File: src/rtl/in_reg_bank_pkg.sv
// in_reg_bank_pkg: channel mode encoding and synchroniser depth limits for the input register bank
package in_reg_bank_pkg;
  typedef enum logic [1:0] {
    MODE_BYP  = 2'b00,
    MODE_REG  = 2'b01,
    MODE_SYNC = 2'b10,
    MODE_CAPT = 2'b11
  } mode_e;
  localparam int SYNC_MIN = 2;
  localparam int SYNC_MAX = 4;
endpackage

File: src/rtl/in_reg_bank_chan.sv
// in_reg_bank_chan: one pad-to-fabric channel with shift chain, sticky rising-edge capture and output mux
module in_reg_bank_chan
  import in_reg_bank_pkg::*;
#(
  parameter int N = 2
) (
  input  logic  clk,
  input  logic  rst,
  input  logic  en,
  input  logic  armed,
  input  logic  a2f,
  input  mode_e mode,
  input  logic  clr,
  output logic  iqz,
  output logic  edge_p
);
  logic [N-1:0] stage_q, stage_d;
  logic prev_q, prev_d, sticky_q, sticky_d, edge_q, edge_d, rise;
  always_comb begin
    rise     = stage_q[N-1] & ~prev_q & armed;
    stage_d  = en ? {stage_q[N-2:0], a2f} : stage_q;
    prev_d   = en ? stage_q[N-1] : prev_q;
    edge_d   = en & rise;
    // a new edge outranks a simultaneous clear so it is never lost
    sticky_d = edge_d | (~clr & sticky_q);
    iqz      = mode == MODE_BYP  ? a2f :
               mode == MODE_REG  ? stage_q[0] :
               mode == MODE_SYNC ? stage_q[N-1] : sticky_q;
    edge_p   = edge_q & (mode == MODE_CAPT);
  end
  always_ff @(posedge clk or posedge rst) begin
    if (rst) begin
      stage_q  <= '0;
      prev_q   <= 1'b0;
      sticky_q <= 1'b0;
      edge_q   <= 1'b0;
    end else begin
      stage_q  <= stage_d;
      prev_q   <= prev_d;
      sticky_q <= sticky_d;
      edge_q   <= edge_d;
    end
  end
endmodule

File: src/rtl/in_reg_bank.sv
// in_reg_bank: WIDTH-channel IO input register bank with per-channel runtime mode and shared arming counter
module in_reg_bank
  import in_reg_bank_pkg::*;
#(
  parameter int WIDTH       = 8,
  parameter int SYNC_STAGES = 2
) (
  input  logic               IQC,
  input  logic               QRT,
  input  logic               IQE,
  input  logic [WIDTH-1:0]   A2F,
  input  logic [2*WIDTH-1:0] MODE,
  input  logic [WIDTH-1:0]   CLR,
  output logic [WIDTH-1:0]   IQZ,
  output logic [WIDTH-1:0]   EDGE
);
  localparam int CW = $clog2(SYNC_STAGES + 2);
  localparam logic [CW-1:0] ARM = CW'(SYNC_STAGES + 1);
  if (SYNC_STAGES < SYNC_MIN || SYNC_STAGES > SYNC_MAX) begin : g_bad_depth
    $error("in_reg_bank: SYNC_STAGES must be within 2..4");
  end
  logic [CW-1:0] cnt_q, cnt_d;
  logic armed;
  // edges are ignored until the chain and prev hold post-reset samples
  always_comb begin
    armed = cnt_q == ARM;
    cnt_d = (IQE && !armed) ? cnt_q + 1'b1 : cnt_q;
  end
  always_ff @(posedge IQC or posedge QRT) begin
    if (QRT) cnt_q <= '0;
    else     cnt_q <= cnt_d;
  end
  for (genvar i = 0; i < WIDTH; i++) begin : g_chan
    in_reg_bank_chan #(.N(SYNC_STAGES)) u_chan (
      .clk   (IQC),
      .rst   (QRT),
      .en    (IQE),
      .armed (armed),
      .a2f   (A2F[i]),
      .mode  (mode_e'(MODE[2*i+:2])),
      .clr   (CLR[i]),
      .iqz   (IQZ[i]),
      .edge_p(EDGE[i])
    );
  end
endmodule
File: config.mk
export PLATFORM = sky130hd
export DESIGN_NAME = in_reg_bank
export DESIGN_NICKNAME = d
export VERILOG_FILES = /design/src/rtl/in_reg_bank_pkg.sv /design/src/rtl/in_reg_bank_chan.sv /design/src/rtl/in_reg_bank.sv
export SDC_FILE = /design/constraint.sdc
export NUM_CORES = 1
export LEC_CHECK = 0
export ABC_AREA = 1
export CORE_MARGIN = 2
export CORE_UTILIZATION = 50
export DETAILED_ROUTE_END_ITERATION = 8
export DONT_BUFFER_PORTS = 1
export GPL_ROUTABILITY_DRIVEN = 0
export MAX_ROUTING_LAYER = met4
export SETUP_SLACK_MARGIN = 0.4
export SLEW_MARGIN = 5
export SYNTH_ARGS = -nofsm -noshare
export SYNTH_HDL_FRONTEND = slang
export SYNTH_SLANG_ARGS = --single-unit
File: constraint.sdc
create_clock -name IQC -period 2.8 [get_ports IQC]
set_input_delay 0.42 -clock IQC [delete_from_list [all_inputs] [get_ports IQC]]
set_output_delay 0.42 -clock IQC [all_outputs]
set_load 0.005 [all_outputs]
==> results of run 1 <==
-- through the flow --
step | setup slack [ps] | std cells | total power (uW) | utilization [%] | instance area (um2)
after CTS | 1439 | 310 | 1415 | 52.49 | 2100
final | 1445 | 310 | 1392 | 52.49 | 2100
after global placement | 1683 | 302 | 950.7 | 49.77 | 1991
after floorplan | 1406 | 273 | 935.7 | - | 2073
after detailed placement | 1621 | 302 | 955.4 | 49.77 | 1991
after global routing | 1350 | 310 | 1490 | 52.49 | 2100
-- layer usage --
metal  track usage, %  share of wire, %  up-vias
li1                 -                 -      770
met1            20.28                46      651
met2            24.64                47       32
met3            4.605               6.8        0
met4            4.500                 0        0
met5                -                 0        -
-- cell type report --
type / instances / area (um2)
clock inverter: 3 / 40.04
clock buffer: 5 / 68.82
timing repair buffer: 1 / 7.507
inverter: 59 / 221.5
tap: 50 / 62.56
multi-input combinational: 150 / 648.1
sequential: 42 / 1051
fill: 383 / 1901
-- cells by family (layout without fill, tap and decap cells) --
family | count (synthesis) | count (layout) | share of synthesized area [%]
compound gates | 32 | 32 | 8.208
xor+xnor | 1 | 1 | 0.4225
fa+ha+maj | 1 | 1 | 0.6034
buf+inv | 81 | 68 | 18.04
flops | 42 | 42 | 50.69
simple gates | 116 | 116 | 22.03
-- worst reg2reg max path: stages, from the launching register on --
cell and delay (ps):
dfrtp_1 390, ha_1 330, inv_1 120, nand2_1 80, xor2_1 140
-- final timing paths --
path	cells past startpoint	from	endpoint	slack, ps
max in group asynchronous	2	QRT	g_chan[7].u_chan.stage_q[0]	2050
worst min-delay path	1	QRT	g_chan[3].u_chan.edge_q	80
worst max-delay path	4	g_chan[1].u_chan.stage_q[0]	IQZ[1]	1440
worst max register to register	4	cnt_q[0]	cnt_q[0]	1630
worst min register to register	2	g_chan[2].u_chan.stage_q[0]	g_chan[2].u_chan.stage_q[1]	480
min in group IQC	1	CLR[0]	g_chan[0].u_chan.sticky_q	230
-- registers in the layout, indices dropped and copies added (netlist names) --
register,cells
g_chan.u_chan.stage_q,16
g_chan.u_chan.edge_q,8
g_chan.u_chan.prev_q,8
g_chan.u_chan.sticky_q,8
cnt_q,2
-- placed cells by master (no fill, tap or decap), drive strengths merged --
master	n
clkbuf	5
clkinv	3
nor2	16
dfrtp	42
nand2	83
buf	1
xor2	1
inv	58
o21ai	24
o22ai	8
nand3	17
bufinv	1
ha	1
-- power by group --
part           leakage [uW]  switching, uW  total (uW)  internal (uW)
Sequential         0.000543           29.1         711            682
Combinational      0.000546            146         228           81.3
Clock             0.0000579            191         453            262
Total               0.00115            366        1390           1030
==> impl_results.md, run 1 <==
* Avg Cell Area, Syn at 7.594 um2
* Port bufs at 0
* Clk sinks at 42
* P_leak at 0.001147 uW
* Max_cap viols at 0
* Reg clk slew, reported paths at 80 ps
* Synth-to-Final Area Change at 1.267%
* Area leader, netlist: dfrtp_1
* Fin. Hold Viols at 0
* Site row count at 23
* Io pins at 51
* Post-synth EDFFs at 0
* Commonest cells in the synthesized netlist: 83 x nand2_1, 59 x inv_1, 42 x dfrtp_1
* Minimum clock period at 1355 ps
* Most frequent CP cell: nand2_1
* Initial Util at 51.83%
* DR vias/cell at 4.687
* Postcts setup bufs at 0
* First-pass GRT wire length at 5354 um
* Most numerous cell in the Yosys netlist: nand2_1
* Core area at 4000 um2
* Top_reg_cell synth: dfrtp_1
* Crit path launch type: flop
* N_diodes at 0
* Worst path cell trace: inv_1, nand2_1, nand3_1, nand2_1
* Highest clock rate at 0.7380 GHz
* All-Layer GR Usage at 15.87%
* Hpwl dp at 2430 um
* Setup Skew at 5.885 ps
* Outcome: finished, final reports clean
* Root Buffer: clkbuf_8
* Routed WL per cell at 10.54 um
* Cts bufs inserted at 5
* Setup crit end kind: output pin
* Post-synth ARST share at 100.0%
* CP max stage cell: dfrtp_1
* Crit share post-route at 48.39%
* Nets@finish at 295
* Syn nets at 309
* Detail Route Antenna Nets at 0
* Die Span Y at 68.40 um
* DRT Wirelength at 3267 um
* Pin count of the biggest net entering global routing at 51
* Drt first pass iters at 4
* Initial antenna violation count at 0
* Warnings, synthesis at 0
* Largest cells by area after synthesis: dfrtp_1 51%, nand2_1 15%, inv_1 11%
* Worst EP required at 2380 ps
* HP Class: in -> async
* Setup TNS at 0 ps
* RSZ-0062 raised after global routing: false
* Worst-path fanout max at 2
* Worst VDD drop at 385.7 uV
* Cts hold-fix bufs at 0
* Sequential share of the synthesized area at 50.69%
* Top cell type's share of synthesized area at 50.69%
* Hold slack at 82.96 ps
* Share of cells above drive strength 1 at 3.462%
* Die width at 68.40 um
* TritonCTS clock tree: done
* Setup-failing EPs final at 0
* Max_slew headroom at 43.64%
* Iteration-0 DRC Markers at 65
* Crit path kind: reg -> out
* Yosys reg bits at 42
* CTS H-tree lvls at 2
* CP Buf/Inv Count at 1
* Max incr delay on CP at 380 ps
* Slew Limit Fails at 0
* Total die area at 4678 um2
* Vias in the first global route at 1312
* Clk_lat worst skew at 280 ps
* Residual DRC at 0
* PostCTS Resize Cnt at 0
* Mapped Area at 2073 um2
* Worst EP arrival at 940 ps
* Mapped Cells at 273
* Synth cell types at 11
* Actual slew at the worst max-slew pin at 840.2 ps
* Clk buf depth at 2
* GRT overflow at 0
* DR vias at 1453
* Pwr Density at 663.1 nW/um2
* Delay-heaviest family, CP: flip-flops
Note: power is estimated with default switching activity, not from simulation.
==> inputs of run 2 (changes only) <==
==> constraint.sdc (replaced) <==
create_clock -name IQC -period 1.25 [get_ports IQC]
set_input_delay 0.1875 -clock IQC [delete_from_list [all_inputs] [get_ports IQC]]
set_output_delay 0.1875 -clock IQC [all_outputs]
set_load 0.005 [all_outputs]
==> run 2 against run 1 <==
Largest power group unchanged; global-route usage increased by 0.57 points; clock skew decreased by 0.94 ps; non-clock buffer count increased by 22; setup slack got worse by 1300 ps; sequential share of layout area decreased by 8.3 points; core utilization increased by 10 points; cell count increased by 6.8%; first-iteration DRC count increased by 14%; clock power increased by 76%.
==> impl_results.md, run 2 (synthesis results as in run 1) <==
* DR vias at 1592
* Setup crit end kind: output pin
* Setup TNS at 0 ps
* CP Buf/Inv Count at 1
* HP Class: in -> reg
* Detail Route Antenna Nets at 0
* First-pass GRT wire length at 5444 um
* Slew Limit Fails at 0
* Pin count of the biggest net entering global routing at 49
* CP max stage cell: dfrtp_1
* Hpwl dp at 2346 um
* GRT overflow at 0
* Comb power frac at 30.0%
* Worst path cell trace: inv_2, nand2_1, nand3_1, nand2_1
* Outcome: finished, final reports clean
* Worst-path fanout max at 2
* Residual DRC at 0
* Drt first pass iters at 4
* Max_slew headroom at 84.70%
* Initial Util at 51.83%
* TritonCTS clock tree: done
* N_diodes at 0
* Site row count at 23
* Worst VDD drop at 927.3 uV
* Minimum clock period at 1099 ps
* Switching Share at 30.19%
* M2 GR Usage at 25.96%
* DR vias/cell at 4.810
* Crit path launch type: flop
* Die Span Y at 68.40 um
* Reg clk slew, reported paths at 80 ps
* RSZ-0062 raised after global routing: true
* Hold path startpoint: IQE
* Crit path kind: reg -> out
* Worst EP required at 1060 ps
* Core area at 4000 um2
* All-Layer GR Usage at 16.44%
* CTS H-tree lvls at 2
* Worst EP arrival at 910 ps
* Pwr Density at 1376 nW/um2
* Port bufs at 0
* Routed WL per cell at 11.28 um
* Reg2reg start: cnt_q[1]
* Final WS setup at 151.1 ps
* Max reg flops at 16
* Sequential Power Share at 46.9%
* Clk buf depth at 2
* Met1 usage at 20.56%
* Max_cap viols at 0
* Clk_lat worst skew at 280 ps
* Nets@finish at 317
* Most frequent CP cell: nand2_1
* Iteration-0 DRC Markers at 74
* Clock network power share at 23.1%
* Total die area at 4678 um2
* Internal at 2420 uW
* Commonest non-fill, non-tap cells in the layout: 62 x nand2_1, 42 x dfrtp_1, 39 x inv_1
* Top reg by flops: g_chan.u_chan.stage_q
* Sw power at 1046 uW
* Initial antenna violation count at 0
* Share of cells above drive strength 1 at 31.32%
* Clk sinks at 42
* Die width at 68.40 um
* Max incr delay on CP at 370 ps
* Hold slack at 0.3072 ps
* Commonest non-fill, non-tap cell in the layout: nand2_1
* Cts bufs inserted at 5
* Setup Skew at 4.947 ps
* Critical path origin: g_chan[0].u_chan.sticky_q
* Delay-heaviest family, CP: flip-flops
* Io pins at 51
* Actual slew at the worst max-slew pin at 229.5 ps
* Fin. Hold Viols at 0
* Highest clock rate at 0.9100 GHz
* Setup-failing EPs final at 0
* Place WS at 224.6 ps
* Root Buffer: clkbuf_8
* Overall Power at 3466 uW
* P_leak at 0.001301 uW
* GR Layer Usage met3 at 3.454%
* Synth-to-Final Area Change at 21.48%
* Crit share post-route at 87.91%
* DRT Wirelength at 3734 um
* Vias in the first global route at 1352
* GRT busiest layer: met2
run 2: changes by cell type in the layout (fill, tap and decap cells not counted), sizes merged:
cell,change
buf,+12
dlygate4sd3,+10
clkinv,-3
clkbuf,+2
bufinv,-1
clkinvlp,+1
run 2: per-stage QoR:
stage	area (um2)	cells	util [%]
after floorplan	2088	273	-
after global placement	2012	302	50.30
after global routing	2519	331	62.97
final	2519	331	62.97
after detailed placement	2012	302	50.30
after CTS	2233	322	55.83
run 2: final timing paths:
check                                               to  slack, ps  depth (start not counted)
setup / recovery                                IQZ[0]        150                          4
hold / removal                 g_chan[3].u_chan.prev_q        0.3                          1
setup reg to reg             g_chan[7].u_chan.sticky_q        220                          4
hold reg to reg            g_chan[2].u_chan.stage_q[1]        500                          2
max in group asynchronous  g_chan[4].u_chan.stage_q[1]        610                          3
min in group asynchronous  g_chan[1].u_chan.stage_q[1]        420                          3
run 2: power by group through the flow:
stage | Sequential (uW) | Combinational (uW) | Clock [uW]
3_5_place_dp | 1620 | 541 | 0
6_report | 1630 | 1040 | 799
5_1_grt | 1640 | 1150 | 869
2_1_floorplan | 1610 | 526 | 0
4_1_cts | 1610 | 624 | 829
3_3_place_gp | 1620 | 530 | 0
run 2: worst register-to-register path, stage by stage (launching register included):
cell     delay, ps
dfrtp_1        420
ha_4           210
buf_8          150
nand2_4         70
o22ai_1         60
run 2: cell type report:
type                    instances  area, um2
fillers                       358       1481
flip-flops and latches         42       1051
multi-input cells             150      867.1
repair buffers                 23      236.5
inverters                      59      225.2
clock buffers                   7      76.32
well taps                      50      62.56
run 2: what timing repair did:
item | in CTS | in global routing
buffers inserted | 4 | 8
pin swaps | 5 | 15
hold endpoints to repair | 52 | 1
resized for setup | 11 | 76
endpoints found under the setup margin | 34 | 36
hold buffers | 9 | 1
run 2: per-layer routing:
metal | vias up | routed length, um
met5 | - | 0
met4 | 0 | 10
met3 | 2 | 168
met2 | 35 | 1783
met1 | 732 | 1771
li1 | 823 | -
